### config.mk
export PLATFORM = sky130hd
export DESIGN_NAME = instruction_fetch_unit_flat
export DESIGN_NICKNAME = d
export VERILOG_FILES = /design/src/rtl/cpu_pkg.sv /design/src/rtl/instruction_fetch_unit_if.sv /design/src/rtl/fetch_watchdog.sv /design/src/rtl/instruction_fetch_unit.sv /design/src/flat_wrapper.sv
export SDC_FILE = /design/constraint.sdc
export NUM_CORES = 1
export LEC_CHECK = 0
export CORE_MARGIN = 2
export CORE_UTILIZATION = 49
export CTS_BUF_LIST = sky130_fd_sc_hd__clkbuf_8
export CTS_CLUSTER_DIAMETER = 50
export CTS_CLUSTER_SIZE = 12
export DETAILED_ROUTE_END_ITERATION = 6
export PLACE_DENSITY = 0.83
export SYNTH_ARGS = -nofsm -noshare
export SYNTH_HDL_FRONTEND = slang
export SYNTH_SLANG_ARGS = --single-unit
export TNS_END_PERCENT = 50
### constraint.sdc
create_clock -name clk -period 2.7 [get_ports clk]
set_input_delay 0.81 -clock clk [delete_from_list [all_inputs] [get_ports clk]]
set_output_delay 0.81 -clock clk [all_outputs]
set_load 0.02 [all_outputs]
### src/rtl/cpu_pkg.sv
// Shared CPU definitions: fetch FSM encoding and architectural widths.
package cpu_pkg;

    localparam int XLEN        = 32;
    localparam int INSTR_BYTES = 4;

    typedef enum logic [1:0] {
        IDLE  = 2'd0,
        REQ   = 2'd1,
        DONE  = 2'd2,
        FAULT = 2'd3
    } fetch_state_t;

endpackage

### src/rtl/instruction_fetch_unit_if.sv
// Instruction-memory read port between the fetch unit (master) and memory (slave).
interface instruction_fetch_unit_if;
    import cpu_pkg::*;

    // Handshake: mem_req is held high with a stable mem_addr until memory answers;
    // mem_ready is a single-cycle response carrying mem_rdata in that same cycle,
    // and mem_req drops the cycle after, so memory must not rely on it staying high.
    logic            mem_req;
    logic [XLEN-1:0] mem_addr;
    logic            mem_ready;
    logic [XLEN-1:0] mem_rdata;

    modport master (
        output mem_req,
        output mem_addr,
        input  mem_ready,
        input  mem_rdata
    );

    modport slave (
        input  mem_req,
        input  mem_addr,
        output mem_ready,
        output mem_rdata
    );

endinterface

### src/rtl/fetch_watchdog.sv
// Wait-cycle counter for an outstanding fetch; flags the last permitted REQ cycle.
module fetch_watchdog #(
    parameter int TIMEOUT = 16
) (
    input  logic clk,
    input  logic reset_n,
    input  logic clear,
    input  logic enable,
    output logic expired
);

    localparam int              CW   = (TIMEOUT > 1) ? $clog2(TIMEOUT) : 1;
    localparam logic [CW-1:0]   LAST = CW'((TIMEOUT > 0) ? TIMEOUT - 1 : 0);
    localparam logic            ARMED = (TIMEOUT != 0);

    logic [CW-1:0] cnt_q;
    logic [CW-1:0] cnt_d;

    // cnt_q holds the number of REQ cycles already completed, so the T-th cycle sees T-1.
    always_comb begin
        expired = ARMED && enable && (cnt_q == LAST);
        cnt_d   = cnt_q;
        if (clear) begin
            cnt_d = '0;
        end else if (enable && !expired) begin
            cnt_d = cnt_q + CW'(1);
        end
    end

    always_ff @(posedge clk or negedge reset_n) begin
        if (!reset_n) begin
            cnt_q <= '0;
        end else begin
            cnt_q <= cnt_d;
        end
    end

endmodule

### src/rtl/instruction_fetch_unit.sv
// Fetch unit: owns the PC, issues one instruction-memory read per request and
// strobes the fetched word into the instruction register.
module instruction_fetch_unit
    import cpu_pkg::*;
#(
    parameter logic [XLEN-1:0] RESET_PC = 32'h0000_0000,
    parameter int              TIMEOUT  = 16
) (
    input  logic                       clk,
    input  logic                       reset_n,
    input  logic                       fetch_start,
    input  logic                       pc_load,
    input  logic [XLEN-1:0]            pc_load_value,
    instruction_fetch_unit_if.master   mem,
    output logic                       IR_Write,
    output logic [XLEN-1:0]            instr_data,
    output logic [XLEN-1:0]            pc,
    output logic                       busy,
    output logic                       fetch_fault,
    output fetch_state_t               dbg_state
);

    fetch_state_t    state_q, state_d;
    logic [XLEN-1:0] pc_q, pc_d;
    logic [XLEN-1:0] instr_q, instr_d;
    logic            pend_q, pend_d;
    logic [XLEN-1:0] tgt_q, tgt_d;

    logic [XLEN-1:0] load_tgt;
    logic            eff_pend;
    logic [XLEN-1:0] eff_tgt;
    logic            wd_expired;

    fetch_watchdog #(
        .TIMEOUT (TIMEOUT)
    ) u_watchdog (
        .clk     (clk),
        .reset_n (reset_n),
        .clear   (state_q != REQ),
        .enable  (state_q == REQ),
        .expired (wd_expired)
    );

    // A redirect arriving in the same cycle as the exit transition overrides any older pending one.
    always_comb begin
        load_tgt = {pc_load_value[XLEN-1:2], 2'b00};
        eff_pend = pend_q | pc_load;
        eff_tgt  = pc_load ? load_tgt : tgt_q;
    end

    always_comb begin
        state_d = state_q;
        pc_d    = pc_q;
        instr_d = instr_q;
        pend_d  = pend_q;
        tgt_d   = tgt_q;

        if (state_q != IDLE && pc_load) begin
            pend_d = 1'b1;
            tgt_d  = load_tgt;
        end

        case (state_q)
            IDLE: begin
                if (pc_load) begin
                    pc_d = load_tgt;
                end
                if (fetch_start) begin
                    state_d = REQ;
                end
            end
            REQ: begin
                if (mem.mem_ready) begin
                    state_d = DONE;
                    instr_d = mem.mem_rdata;
                    pc_d    = eff_pend ? eff_tgt : pc_q + XLEN'(INSTR_BYTES);
                    pend_d  = 1'b0;
                end else if (wd_expired) begin
                    state_d = FAULT;
                    if (eff_pend) begin
                        pc_d = eff_tgt;
                    end
                    pend_d = 1'b0;
                end
            end
            DONE, FAULT: begin
                state_d = IDLE;
                if (eff_pend) begin
                    pc_d = eff_tgt;
                end
                pend_d = 1'b0;
            end
            default: begin
                state_d = IDLE;
            end
        endcase
    end

    always_ff @(posedge clk or negedge reset_n) begin
        if (!reset_n) begin
            state_q <= IDLE;
            pc_q    <= RESET_PC;
            instr_q <= '0;
            pend_q  <= 1'b0;
            tgt_q   <= '0;
        end else begin
            state_q <= state_d;
            pc_q    <= pc_d;
            instr_q <= instr_d;
            pend_q  <= pend_d;
            tgt_q   <= tgt_d;
        end
    end

    // The PC never moves while REQ is held, so it is also the in-flight fetch address.
    assign mem.mem_req  = (state_q == REQ);
    assign mem.mem_addr = pc_q;
    assign IR_Write     = (state_q == DONE);
    assign fetch_fault  = (state_q == FAULT);
    assign busy         = (state_q != IDLE);
    assign instr_data   = instr_q;
    assign pc           = pc_q;
    assign dbg_state    = state_q;

endmodule

### src/flat_wrapper.sv
// flat-port wrapper written by rule: the top's interface ports become plain ports
module instruction_fetch_unit_flat import cpu_pkg::*;
#(
    parameter logic [XLEN-1:0] RESET_PC = 32'h0000_0000,
    parameter int              TIMEOUT  = 16
)
  (clk, reset_n, fetch_start, pc_load, pc_load_value, IR_Write, instr_data, pc, busy, fetch_fault, dbg_state, mem_mem_req, mem_mem_addr, mem_mem_ready, mem_mem_rdata);
  instruction_fetch_unit_if mem_i ();
  input  logic clk;
  input  logic reset_n;
  input  logic fetch_start;
  input  logic pc_load;
  input  logic [XLEN-1:0] pc_load_value;
  output logic IR_Write;
  output logic [XLEN-1:0] instr_data;
  output logic [XLEN-1:0] pc;
  output logic busy;
  output logic fetch_fault;
  output fetch_state_t dbg_state;
  output wire logic [$bits(mem_i.mem_req)-1:0] mem_mem_req;
  output wire logic [$bits(mem_i.mem_addr)-1:0] mem_mem_addr;
  input wire logic [$bits(mem_i.mem_ready)-1:0] mem_mem_ready;
  input wire logic [$bits(mem_i.mem_rdata)-1:0] mem_mem_rdata;
  assign mem_mem_req = mem_i.mem_req;
  assign mem_mem_addr = mem_i.mem_addr;
  assign mem_i.mem_ready = mem_mem_ready;
  assign mem_i.mem_rdata = mem_mem_rdata;
  instruction_fetch_unit #(.RESET_PC(RESET_PC), .TIMEOUT(TIMEOUT)) u_core (.clk(clk), .reset_n(reset_n), .fetch_start(fetch_start), .pc_load(pc_load), .pc_load_value(pc_load_value), .mem(mem_i), .IR_Write(IR_Write), .instr_data(instr_data), .pc(pc), .busy(busy), .fetch_fault(fetch_fault), .dbg_state(dbg_state));
endmodule
* Word level (Yosys, flattened, before mapping)
Cells that the tools add are included.
** Storage, ports and cells
- Word-level logic and storage cells :: 45
- Bits in registers :: 101
** Cells by class
- Reductions and logical operators :: 11
- Eq/ne operators :: 8
- Muxes and demuxes :: 17
- Bitwise operators :: 1
- Add/sub/neg operators :: 2
** Operators with widths (number)
- 32-bit 2-to-1 mux :: 6
- 32-bit one-hot mux with 3 select lines :: 1
- 32-bit by 3-bit adder with 32-bit output (second input constant) :: 1
- 4-bit 2-to-1 mux :: 2
- 2-bit 2-to-1 mux :: 3
- 2-bit one-hot mux with 3 select lines :: 1
- 2-bit AND reduction :: 3
- 4-bit by 1-bit adder with 4-bit output (second input constant) :: 1
- 2-bit == test (second input constant) :: 2
- 4-bit == test (second input constant) :: 1
- 2-bit != test (second input constant) :: 2
- 2-bit nonzero test :: 2
- 1-bit logical AND :: 3
- 1-bit 2-to-1 mux :: 3
- 3-bit by 2-bit != test with 1-bit output (second input constant) :: 1
- 2-bit by 1-bit == test with 1-bit output (second input constant) :: 1
- 2-bit zero test :: 1
- 2-bit by 1-bit != test with 1-bit output (second input constant) :: 1
- 1-bit one-hot mux with 2 select lines :: 1
- 2-bit OR reduction :: 1
- 1-bit zero test :: 1
- 1-bit OR :: 1

* Logic depth before layout (Yosys ltp)
- Depth in word-level cells :: 6
- Depth in mapped cells :: 9
- Mapped depth without buffers :: 6

* Cells and area by module
Synthesis repeated with hierarchy kept, for this count alone.
** Unflattened totals
- Cells, all modules :: 615
- Area total of the unflattened synthesis :: 5541.6 um^2
** Modules (own cells, without submodules)
- instruction_fetch_unit :: sequential area each 2427.3 um^2, cells an instance 594, area each 5302.6 um^2, times used 1
- fetch_watchdog :: sequential area each 100.1 um^2, cells an instance 21, area each 239.0 um^2, times used 1

* Worst setup path after synthesis
Ideal clock, no wire load.
- Path type :: reg2reg
- From :: register u_core.pc_q[13] (netlist: u_core.mem.mem_addr[13])
- To :: register u_core.pc_q[22] (netlist: u_core.mem.mem_addr[22])
- Cell stages (with the launch flop) :: 7
- Setup slack :: 448 ps
- Path buffers :: 1
- Clock period less this slack :: 2252 ps
- Setup time :: 145 ps
- Arrival :: 2107 ps
- Path through :: dfrtp_1 > buf_4 > nand4_1 > or3_2 > or3_4 > o311ai_0 > nand4_1
** Between the ends
- Longest elaborated chain between the ends :: 4
** RTL lines
- start, declared :: line instruction_fetch_unit.sv:24 : logic [XLEN-1:0] pc_q, pc_d;
- start signal, assigned :: line instruction_fetch_unit.sv:108 : pc_q <= pc_d;
- 32-bit by 3-bit adder with 32-bit output :: line instruction_fetch_unit.sv:76 : pc_d = eff_pend ? eff_tgt : pc_q + XLEN'(INSTR_BYTES);
- 32-bit 2-to-1 mux :: line instruction_fetch_unit.sv:76
- 32-bit 2-to-1 mux :: line instruction_fetch_unit.sv:73 : if (mem.mem_ready) begin
- 32-bit one-hot mux with 3 select lines :: line instruction_fetch_unit.sv:63 : case (state_q)
Every way passes these cells.
A chain may end at the register's enable or synchronous reset.

* Final worst setup path
- From :: register u_core.state_q[0] (netlist: u_core.dbg_state[0])
- To :: output port busy
** Between the ends
- Longest elaborated chain between the ends :: 1
** RTL lines
- start, declared :: line instruction_fetch_unit.sv:23 : fetch_state_t state_q, state_d;
- start signal, assigned :: line instruction_fetch_unit.sv:107 : state_q <= state_d;
- 2-bit nonzero test :: line instruction_fetch_unit.sv:120 : assign busy = (state_q != IDLE);
- end, declared :: line flat_wrapper.sv:17 : output logic busy;
Every way passes these cells.

==> metrics <==
Vias=roughly 5,700; gr usage total=0.304; Worst VDD drop=0.000684 V; number of core rows=39; most frequent cells in the layout=166 x clkdlybuf4s50_1, 125 x nand2_1, 99 x dfrtp_1, 54 x buf_4, 36 x nor2_1; EDFF count, synth=0; die width=~110 um; gr ovfl total=0; Placer Congestion=0.930; max_cap viols=0; clk_lat worst skew=0.39 ns; Critical Path End Type=output port; final setup fails=0; final max-slew violation count=0; leakage power=approximately 3.3 nW; Power Density=between 1000 and 1500 nW/um^2; CP Class=reg -> out; synth unique cells=63; Design Area, Final=around 7700 sq um; Syn Std Cell Area=~5600 sq um; core area=approximately 11,000 sq um; Worst Reg-to-Reg Cells=6; number of hold violations in the final report=0; Starting Density=0.497; clk buf depth=2; relative slew slack=0.574; Top Ports=around 170; dpl ws=-0.160 ns; r2r startpoint=u_core.mem.mem_addr[14]; crit path from=u_core.dbg_state[0]; Worst-path clk slew=~0.09 ns; R2R setup slack=approximately 0.33 ns; Worst setup SP type=flop; met1 usage=0.387; initial antenna violation count=0; Max Freq=~0.39 GHz; fraction of registers with async set/reset=1.00; largest net degree at the start of global routing=36; DRC violations left=0; Avg Inst Size Synth=9.03 sq um; DRT Wirelength=approximately 18 mm; worst slew pin tran=~0.63 ns; Die Span Y=111 um; Cell Area, Placed=7550 sq um; M2 GR Usage=0.483; Worst Path Required=1.89 ns; Final WS setup=0.128 ns; ANT nets after route=0; CTS H-tree depth=3; RSZ-0062 raised after global routing=no; post-DP HPWL=between 10 and 15 mm; diode count=0; status=finished clean; Worst EP arrival=around 1.8 ns; synth warn=0; Pre-Repair DR Iteration Count=5; grt met3 use=0.0760; most common flop cell mapped by yosys=dfrtp_1; Final Net Count=between 800 and 900; post-synth net total=approximately 690; CTS root buffer=clkbuf_8; fin crit period=about 2.6 ns; Worst Skew=0.00849 ns; Worst Setup EP=busy; Seq cells post-synth=~100; initial drt markers=519; Layout area overhead=37.1%; Num CTS Buffers=9; sequential fraction of the synthesis area=0.449; ratio of cells with drive above 1 in the final layout=0.147; Cells after Synth=623; CTS tree=done; Port Buffers=between 150 and 200; Hold Path Class=in -> async; fillers=just over 900; r2r endpoint=u_core.mem.mem_addr[24]; WL per Instance=19.7 um; crit-path max FO=11; Clock Sinks=just over 100; Final Cycle Share=0.953; first-pass GRT wire length=29.9 mm; setup bufs post-CTS=0; most common cell after layout, fill and taps aside=clkdlybuf4s50_1; global route hottest layer=met2; Die ar.=~12,000 sq um; Avg Vias per Cell=~6; number of global-route vias before repair=5,749
metrics by stage:
stage / hold WS (ns) / utilization / setup TNS [ns] / power [mW] / cells
floorplan: 0.450 / - / 0 / 5.41 / 623
global placement: 0.457 / 0.667 / -0.400 / 7.37 / 921
detailed placement: 0.465 / 0.667 / -0.647 / 7.50 / 921
CTS: 0.368 / 0.681 / 0 / 8.39 / 937
global route: 0.379 / 0.682 / 0 / 8.87 / 937
finish: 0.375 / 0.682 / 0 / 8.39 / 937
worst min path at each step:
stage	startpoint	slack [ns]	depth (start not counted)	to
6_report	reset_n	0.38	1	u_core.tgt_q[25]
5_1_grt	reset_n	0.38	1	u_core.tgt_q[21]
4_1_cts	reset_n	0.37	1	u_core.mem.mem_addr[7]
3_5_place_dp	u_core.instr_data[21]	0.47	2	u_core.instr_data[21]
3_3_place_gp	u_core.instr_data[25]	0.46	2	u_core.instr_data[25]
2_1_floorplan	u_core.tgt_q[29]	0.45	2	u_core.tgt_q[29]
state kept, by name (all words and copies together) (netlist names):
| name | count |
|---|---|
| u_core.instr_data | 32 |
| u_core.mem.mem_addr | 32 |
| u_core.tgt_q | 30 |
| u_core.u_watchdog.cnt_q | 4 |
| u_core.dbg_state | 2 |
| u_core.pend_q | 1 |
worst max-delay path: stages (launching register included):
cell,delay [ns]
dfrtp_2,0.51
nor2_1,0.20
inv_1,0.11
clkdlybuf4s50_1,0.55
metal layers:
metal	up-vias	wire length, um
met4	0	773
met2	339	8520
li1	2553	-
met1	2703	7300
met3	59	1900
met5	-	0
cells by family (layout without fill, tap and decap cells):
logic type	Yosys count	in the layout	synth area share
mux	38	38	0.0740
xor+xnor	8	8	0.0125
flops	101	101	0.449
fa+ha+maj	2	2	0.00445
compound gates	136	136	0.167
buf+inv	83	254	0.0798
simple gates	255	255	0.213
final cells by class:
cell class	count	area, sq um	area share
multi-input combinational	439	2650	0.343
sequential	101	2530	0.328
timing repair buffer	224	2140	0.277
tap	143	179	0.0232
clock buffer	9	124	0.0161
inverter	14	52.6	0.00681
clock inverter	7	45.0	0.00584
report_power, final:
| part | leakage [nW] | internal, mW | switching [mW] | total (mW) |
|---|---|---|---|---|
| logic | 1.99 | 2.19 | 2.46 | 4.65 |
| clock network | 0.0878 | 0.330 | 0.542 | 0.872 |
| registers | 1.21 | 2.17 | 0.703 | 2.87 |
| total | 3.29 | 4.69 | 3.70 | 8.39 |
what timing repair did:
action / 4_1_cts / 5_1_grt
hold buffers: 0 / 0
resized for setup: 2 / 1
setup endpoints to repair: 2 / 1
synthesized netlist by cell type (5+ instances only):
cell type  count  share of area
nor2b_1        9          0.010
nor3_1        12          0.011
o21ai_0       25          0.022
nand4_1       16          0.018
xnor2_1        7          0.011
clkbuf_1      26          0.017
nand2b_1       7         0.0078
mux2i_1        9          0.016
a221oi_1       5         0.0078
nand3_1       16          0.014
nand2_1      125          0.083
inv_1         13         0.0087
and2_1         5         0.0056
o221ai_1       7          0.011
nor4_1         6         0.0067
mux2_2        29          0.058
a31oi_1       10          0.011
buf_4         33          0.044
a211oi_1       7         0.0093
a21oi_1       20          0.018
o311ai_0       6         0.0093
nor2_1        36          0.024
o22ai_1       16          0.018
and3_1         6         0.0067
dfrtp_1      101           0.45
Power figures use the tool's default switching activity.
